<file path="config.mk">
export PLATFORM = sky130hd
export DESIGN_NAME = mc_ctrl_seq
export DESIGN_NICKNAME = d
export VERILOG_FILES = /design/src/rtl/mc_ctrl_seq.sv
export SDC_FILE = /design/constraint.sdc
export NUM_CORES = 1
export LEC_CHECK = 0
export ABC_CLOCK_PERIOD_IN_PS = 6800
export CELL_PAD_IN_SITES_DETAIL_PLACEMENT = 1
export CELL_PAD_IN_SITES_GLOBAL_PLACEMENT = 1
export CORE_MARGIN = 3
export CORE_UTILIZATION = 32
export DETAILED_ROUTE_END_ITERATION = 8
export GPL_TIMING_DRIVEN = 0
export PLACE_DENSITY = 0.94
export SKIP_LAST_GASP = 1
export SLEW_MARGIN = 10
export SYNTH_ARGS = -nofsm -noshare
export SYNTH_HDL_FRONTEND = slang
export SYNTH_SLANG_ARGS = --single-unit
</file>
<file path="constraint.sdc">
create_clock -name clk -period 6.8 [get_ports clk]
set_input_delay 2.04 -clock clk [delete_from_list [all_inputs] [get_ports clk]]
set_output_delay 2.04 -clock clk [all_outputs]
set_load 0.01 [all_outputs]
</file>
<file path="src/rtl/mc_ctrl_seq.sv">
// mc_ctrl_seq -- multi-cycle MIPS control unit with built-in phase sequencer.
//
// Walks FETCH(P0) -> DECODE(P1) -> EXEC(P2) -> MEM(P3) -> WB(P4) and skips
// the phases an instruction class does not use. It waits in P0/P3 on the
// memory handshake, flags undecodable instructions and counts retirements.
//
// Optional feature macro: MC_STALL_CNT_EN. When it is defined, stall_cnt
// counts the P0/P3 cycles with mem_ready low. When it is undefined,
// stall_cnt is tied to 0 and no counter register is built.
//
// Ports
//   clk, reset          clock; asynchronous active-high reset
//   op, irfunc          IR[31:26], IR[5:0]
//   mem_ready           memory access completes this cycle
//   phase               one-hot current phase (bit n = Pn)
//   lorD .. pccond      datapath / memory control strobes and mux selects
//   illegal             one-cycle pulse after decoding an illegal instruction
//   retired, stall_cnt  free-running wrap-around counters
module mc_ctrl_seq #(
    parameter int OP_W    = 6,
    parameter int SEL_W   = 4,
    parameter int ALUOP_W = 6,
    parameter int CNT_W   = 32
) (
    input  logic               clk,
    input  logic               reset,
    input  logic [OP_W-1:0]    op,
    input  logic [OP_W-1:0]    irfunc,
    input  logic               mem_ready,
    output logic [4:0]         phase,
    output logic [1:0]         lorD,
    output logic [SEL_W-1:0]   RegDst,
    output logic [SEL_W-1:0]   MemtoReg,
    output logic [1:0]         AluSrcA,
    output logic [SEL_W-1:0]   AluSrcB,
    output logic [SEL_W-1:0]   PCSource,
    output logic               PCWrite,
    output logic               ImemWrite,
    output logic               pcinc,
    output logic [ALUOP_W-1:0] AluOp,
    output logic               regwrite,
    output logic               memWrite,
    output logic [1:0]         shiftSrc,
    output logic               pccond,
    output logic               illegal,
    output logic [CNT_W-1:0]   retired,
    output logic [CNT_W-1:0]   stall_cnt
);

    typedef enum logic [2:0] {
        S_P0 = 3'd0, S_P1 = 3'd1, S_P2 = 3'd2, S_P3 = 3'd3, S_P4 = 3'd4
    } state_t;

    typedef enum logic [2:0] {
        C_ILL = 3'd0, C_ADD = 3'd1, C_LW = 3'd2, C_SW = 3'd3,
        C_J   = 3'd4, C_JAL = 3'd5, C_BEQ = 3'd6, C_BNE = 3'd7
    } cls_t;

    localparam logic [SEL_W-1:0]   SEL_1     = SEL_W'(4'b0001);
    localparam logic [SEL_W-1:0]   SEL_2     = SEL_W'(4'b0010);
    localparam logic [SEL_W-1:0]   SEL_4     = SEL_W'(4'b0100);
    localparam logic [SEL_W-1:0]   SEL_8     = SEL_W'(4'b1000);
    localparam logic [ALUOP_W-1:0] ALU_ADD   = ALUOP_W'(6'b000010);
    localparam logic [ALUOP_W-1:0] ALU_BEQ   = ALUOP_W'(6'b100011);
    localparam logic [ALUOP_W-1:0] ALU_BNE   = ALUOP_W'(6'b100001);

    state_t state, state_nx;
    cls_t   cls, dec_cls;
    logic   retire;

    // Instruction decode. Only consumed in P1; the result is latched into
    // cls on the P1 edge, so later IR changes do not affect the instruction.
    always_comb begin
        dec_cls = C_ILL;
        if (op == OP_W'(6'b000000) && irfunc == OP_W'(6'b100000)) dec_cls = C_ADD;
        else if (op == OP_W'(6'b100011)) dec_cls = C_LW;
        else if (op == OP_W'(6'b101011)) dec_cls = C_SW;
        else if (op == OP_W'(6'b000010)) dec_cls = C_J;
        else if (op == OP_W'(6'b000011)) dec_cls = C_JAL;
        else if (op == OP_W'(6'b000100)) dec_cls = C_BEQ;
        else if (op == OP_W'(6'b000101)) dec_cls = C_BNE;
    end

    // State register
    always_ff @(posedge clk or posedge reset) begin
        if (reset) state <= S_P0;
        else       state <= state_nx;
    end

    // Next-state logic
    always_comb begin
        state_nx = state;
        unique case (state)
            S_P0: if (mem_ready) state_nx = S_P1;
            S_P1: state_nx = (dec_cls == C_ILL) ? S_P0 : S_P2;
            S_P2: begin
                unique case (cls)
                    C_ADD, C_JAL: state_nx = S_P4;
                    C_LW, C_SW:   state_nx = S_P3;
                    default:      state_nx = S_P0;
                endcase
            end
            S_P3: if (mem_ready) state_nx = (cls == C_LW) ? S_P4 : S_P0;
            S_P4: state_nx = S_P0;
            default: state_nx = S_P0;
        endcase
    end

    // Output logic. The IR is itself a register, so the P1 branch-target
    // setup taken from the live decode is still registered-sourced.
    always_comb begin
        phase     = 5'b00001 << state;
        lorD      = 2'b00;
        RegDst    = '0;
        MemtoReg  = '0;
        AluSrcA   = 2'b00;
        AluSrcB   = '0;
        PCSource  = '0;
        PCWrite   = 1'b0;
        ImemWrite = 1'b0;
        pcinc     = 1'b0;
        AluOp     = '0;
        regwrite  = 1'b0;
        memWrite  = 1'b0;
        shiftSrc  = 2'b00;
        pccond    = 1'b0;
        unique case (state)
            S_P0: begin
                lorD      = 2'b01;
                // mem_ready is live, so reset has to mask the IR load itself
                ImemWrite = mem_ready & ~reset;
            end
            S_P1: begin
                pcinc = 1'b1;
                if (dec_cls == C_BEQ || dec_cls == C_BNE) begin
                    AluSrcA  = 2'b01;
                    AluSrcB  = SEL_8;
                    AluOp    = ALU_ADD;
                    shiftSrc = 2'b01;
                end
            end
            S_P2: begin
                unique case (cls)
                    C_ADD: begin
                        AluSrcA = 2'b10;
                        AluSrcB = SEL_1;
                        AluOp   = ALU_ADD;
                    end
                    C_LW, C_SW: begin
                        AluSrcA  = 2'b10;
                        AluSrcB  = SEL_8;
                        AluOp    = ALU_ADD;
                        shiftSrc = 2'b01;
                    end
                    C_BEQ, C_BNE: begin
                        AluSrcA  = 2'b10;
                        AluSrcB  = SEL_1;
                        PCSource = SEL_2;
                        pccond   = 1'b1;
                        AluOp    = (cls == C_BEQ) ? ALU_BEQ : ALU_BNE;
                    end
                    C_J, C_JAL: begin
                        PCSource = SEL_4;
                        shiftSrc = 2'b10;
                        PCWrite  = 1'b1;
                    end
                    default: ;
                endcase
            end
            S_P3: begin
                lorD     = 2'b10;
                memWrite = (cls == C_SW);
            end
            S_P4: begin
                regwrite = 1'b1;
                unique case (cls)
                    C_ADD: begin RegDst = SEL_2; MemtoReg = SEL_1; end
                    C_LW:  begin RegDst = SEL_1; MemtoReg = SEL_2; end
                    C_JAL: begin RegDst = SEL_4; MemtoReg = SEL_4; end
                    default: ;
                endcase
            end
            default: ;
        endcase
    end

    // Every return to P0 retires an instruction except the illegal P1 exit
    assign retire = (state_nx == S_P0) && (state != S_P0) && (state != S_P1);

    always_ff @(posedge clk or posedge reset) begin
        if (reset) begin
            cls     <= C_ILL;
            illegal <= 1'b0;
            retired <= '0;
        end else begin
            if (state == S_P1) cls <= dec_cls;
            illegal <= (state == S_P1) && (dec_cls == C_ILL);
            if (retire) retired <= retired + 1'b1;
        end
    end

`ifdef MC_STALL_CNT_EN
    always_ff @(posedge clk or posedge reset) begin
        if (reset) stall_cnt <= '0;
        else if ((state == S_P0 || state == S_P3) && !mem_ready)
            stall_cnt <= stall_cnt + 1'b1;
    end
`else
    assign stall_cnt = '0;
`endif

endmodule

</file>
==> reports/results.ini <==
[detailed_routing]
post-route-drc-count = 0
drt_iter0_drc = 68
postRouteAntennaNets = 0
routed_wl_mm = 6.59
vias = 2095
vias_per_cell = 4.34
dr.pass1.iters = 4
wl_per_cell_um = 13.6

[die]
coreArea_mm2 = 0.00737
io-pin-count = 119
die_area_mm2 = 0.00882
row_count = 31
die_y_um = 93.9
start_util_pct = 33.5
die_width_um = 93.9

[power]
powerDensity_mw_per_mm2 = 163
ir_drop_v = 0.0000950
leakage_nw = 1.66

[setup_path]
startpoint_type = primary input
reg2reg_from = state[1]
worstSetupPathType = primary input to output pin
cp_max_fo = 5
crit_start = op[5]
cp.arrival_ns = 3.97
crit_path_end_kind = output pin
cp.required_ns = 4.76

[global_routing]
grt_pass1_vias = 2213
grt_pass1_wl_mm = 10.7
grt_usage_pct = 15.1
grt_max_degree = 29
antenna_found_initial = 0
gr-total-overflow = 0

[synthesis]
synth_edf_count = 0
netlist-cell-type-count = 44
syn_area_mm2 = 0.00247
synth_most_common_cell = buf_4
async_reset_ff_share_pct = 100
yosysTopAreaCell = dfrtp_1
synth_flop_cell = dfrtp_1
syn_inst = 259
synth_top_area_share_pct = 39.5
synthTopCellsByArea = dfrtp_1 39%, buf_4 16%, xnor2_1 9.2%
seq_area_frac_synth_pct = 39.5
ys_top_cells_by_count = 53 x buf_4, 39 x dfrtp_1, 26 x xnor2_1
avgSynthCellArea_um2 = 9.55
ys_warn_count = 0
ys_ff_latch = 39

[clock_tree]
path_clk_slew_ns = 0.07
holdBufCountCts = 0
clk_path_buf_depth = 2
cts_tree = yes
htree_levels = 2
post_cts_resize_count = 0
clock_sinks = 39
root_buffer = clkbuf_8
post_cts_buffers = 0
cts_buffers = 5
insertion_delay_ns = 0.29

[timing]
tns_ns = 0
hold_slack_ns = 0.481
drv_slew = 0
fin_crit_ns = 6.01
fmax_mhz = 166
setup_viol = 0
rsz0062_at_grt = false
hold_viol = 0
relSlewSlack_pct = 63.0
period_share_pct = 88.3
skew_ns = 0.00784
max_slew.worst_pin.slew_ns = 0.550

[job]
cap_violations = 0

[final_layout]
drive_gt1_share_pct = 20.3
fin_nets = 399
fin_util_pct = 49.2
diodes = 0
fillers = 879
syn_to_final_growth_pct = 46.7

[min_path]
worstHoldStart = retired[31]
hold_class = flip-flop to flip-flop

[placement]
place.gp.congestion = 0.773
hpwl_mm = 5.40
port_buffers = 76

[status]
outcome = complete, no violations

## report_power, final
| part | leakage (nW) | total (mW) | switching, mW | internal, mW |
|---|---|---|---|---|
| combinational | 1.09 | 0.152 | 0.0709 | 0.0815 |
| sequential | 0.518 | 0.266 | 0.0193 | 0.247 |
| clock | 0.0515 | 0.173 | 0.0803 | 0.0927 |
| total | 1.66 | 0.591 | 0.170 | 0.421 |
## routing by layer
layer / vias to the layer above / GRT usage (%) / routed length, um / part of all wire [%]
met4: 0 / 4.09 / 52 / 0.79
met1: 998 / 18.3 / 2720 / 41
met2: 72 / 26.7 / 3420 / 52
met3: 5 / 3.29 / 398 / 6.0
met5: - / 0 / 0 / 0
li1: 1020 / - / - / -
## stage by stage
stage	instance area (um2)	worst slack (ns)	std cells	total power, mW
final	3630	0.793	483	0.591
after global routing	3630	0.694	483	0.627
after CTS	3630	0.779	483	0.598
after detailed placement	3530	0.781	475	0.425
after global placement	3510	0.264	474	0.417
after floorplan	2620	1.55	299	0.359
## sequential cells by signal, summed over array words and instances (netlist names)
name     flops
state        3
retired     32
illegal      1
cls          3
## worst paths after layout
path,end,slack (ns),depth (start not counted)
worst min register to register,retired[31],0.48,1
min in group asynchronous,state[0],2.02,2
worst max-delay path,shiftSrc[0],0.79,6
worst min-delay path,retired[31],0.48,1
max in group asynchronous,retired[31],4.32,3
worst max register to register,retired[15],4.76,7
## critical path, stage by stage
cell,delay [ns]
clkdlybuf4s50_1,0.47
or3_1,0.45
nor2_1,0.16
nand3_1,0.17
o21ai_0,0.12
clkdlybuf4s50_1,0.56
## cell families (layout without fill, tap and decap cells)
group	count (synthesis)	in the layout	share of synthesized area [%]
other cells	1	41	0.152
mux	3	3	1.32
compound gates	16	16	4.10
simple gates	102	102	24.2
fa+ha+maj	1	1	0.506
buf+inv	65	150	18.9
xor+xnor	32	32	11.3
flops	39	39	39.5
## final cells by class
cell class	instances	area (um2)	area share (%)
plain buffers	60	448	12.3
multi-input cells	195	1180	32.5
well taps	99	124	3.41
inverters	5	18.8	0.517
flip-flops and latches	39	976	26.9
repair buffers	77	781	21.5
clock buffers	8	100	2.76
## cell usage in the layout, fill, tap and decap left out, types with 2 or more instances in the layout
cell / n
buf_4: 53
buf_6: 3
nor3_1: 5
nand2b_1: 3
nor4b_2: 2
xor2_1: 6
o31a_1: 2
o21ai_0: 4
conb_1: 41
nor2b_1: 4
xnor2_1: 26
nand3b_1: 2
dfrtp_1: 39
nand4_1: 9
clkdlybuf4s50_1: 76
nor4_1: 2
inv_1: 4
and3_1: 8
clkbuf_8: 7
and4_1: 2
nand2_1: 21
a31oi_1: 2
nor2_1: 16
a21oi_1: 5
or4b_2: 2
mux2_2: 2
nand3_1: 13
clkbuf_1: 4
nand4b_1: 2
Note: power is estimated with default switching activity, not from simulation.
==> edit: new RTL, config.mk and constraints unchanged <==
Add a define of `MC_STALL_CNT_EN`.
--- a/src/rtl/mc_ctrl_seq.sv
+++ b/src/rtl/mc_ctrl_seq.sv
@@ -16,6 +16,8 @@
 //   lorD .. pccond      datapath / memory control strobes and mux selects
 //   illegal             one-cycle pulse after decoding an illegal instruction
 //   retired, stall_cnt  free-running wrap-around counters
+`define MC_STALL_CNT_EN
+
 module mc_ctrl_seq #(
     parameter int OP_W    = 6,
     parameter int SEL_W   = 4,
Function: changed (Yosys sat finds a counterexample within 4 cycles, from zero or initial values and one cycle with reset high).
==> edit against the original RTL <==
- sequential cell count grew 32
- clock skew increased by 0.0020 ns
- final cell count is 30% higher
- critical path depth up 1
- routed wire length increased by 53%
- area after synthesis grew 46%
- non-clock buffer count shrank 5
- first-iteration DRC count increased by 60%
- cell area is 45% higher
- power is 110% higher
- setup slack worse by 0.20 ns
==> edit: results (changes against the original RTL) <==
| Metric | Value |
|---|---|
| Root buf cell | clkbuf_16 |
| Area contributors post-synth | dfrtp_1 (49%), xnor2_1 (8.2%), xor2_1 (7.0%) |
| Cts bufs inserted | 9 (+4) |
| Met2 wire len | 5598 um (+64%) |
| Inverter count | 15 (+10) |
| Pwr dens | 234.2 mW/mm^2 (+44%) |
| Peak supply drop | 0.1549 mV (+63%) |
| Post-DP Area | 0.004935 sq mm (+40%) |
| Row cnt | 38 (+23%) |
| Normalized max-slew margin | 0.5524 (-0.07768) |
| Layout clock area frac | 0.05938 (+0.03179) |
| Multi-input comb cells | 253 (+30%) |
| Fillers | 1,221 (+39%) |
| Htree depth | 3 (+1) |
| 1st-iter DRT viols | 109 (+60%) |
| Slowest stage delay, CP | 0.60 ns (+0.04 ns) |
| Via density | 4.907 (+13%) |
| Global-route wire length before repair | 17,370 um (+62%) |
| WL met1 | 3955 um (+46%) |
| Placed insts | 611 (+29%) |
| Synth cell count leaders | dfrtp_1 (71), xnor2_1 (34), xor2_1 (29) |
| Final GP Congestion | 0.7481 (-3.2%) |
| Status | finished, final reports clean |
| DRT Pass-1 Iters | 6 (+2) |
| Worst-path maximum fanout | 4 (-1) |
| Buffers on Ports | 109 (+43%) |
| Synth Register Bits | 71 (+82%) |
| Post-DP HPWL | 7828 um (+45%) |
| Fin cells | 627 (+30%) |
| Biggest regs | retired: 32 flops, stall_cnt: 32 flops |
| CLK BUF | 14 (+6) |
| Post-Synth Adder-Cell Area | 0.006920 (+0.001860) |
| Met3 Use GR | 0.04690 (+0.01405) |
| Compound-gate portion of the synthesized area | 0.03737 (-0.003622) |
| Power Clock | 487 uW (+180%) |
| XOR/XNOR Fraction of Synth Area | 0.1571 (+0.04373) |
| Leakage | 0.002390 uW (+44%) |
[edit: cell families (layout without fill, tap and decap cells)]
family / after synthesis / in the layout
XOR/XNOR: 64 / 64
AND/OR/NAND/NOR: 158 / 158
buffers and inverters: 37 / 163
adder cells (fa/ha/maj): 2 / 2
flip-flops: 71 / 71
AO/OA/AOI/OAI: 16 / 16
other: 1 / 9
multiplexers: 4 / 4
[edit: final timing paths]
kind,endpoint,slack (ns),cells after the start,start
setup / recovery,AluOp[1],0.59,7,op[2]
hold / removal,stall_cnt[31]$_DFFE_PP0P_,0.49,1,stall_cnt[31]$_DFFE_PP0P_
setup reg to reg,retired[11]$_DFFE_PP0P_,4.69,5,cls[2]$_DFFE_PP0P_
hold reg to reg,stall_cnt[31]$_DFFE_PP0P_,0.49,1,stall_cnt[31]$_DFFE_PP0P_
max in group asynchronous,retired[2]$_DFFE_PP0P_,4.13,3,reset
min in group asynchronous,stall_cnt[31]$_DFFE_PP0P_,2.10,2,reset
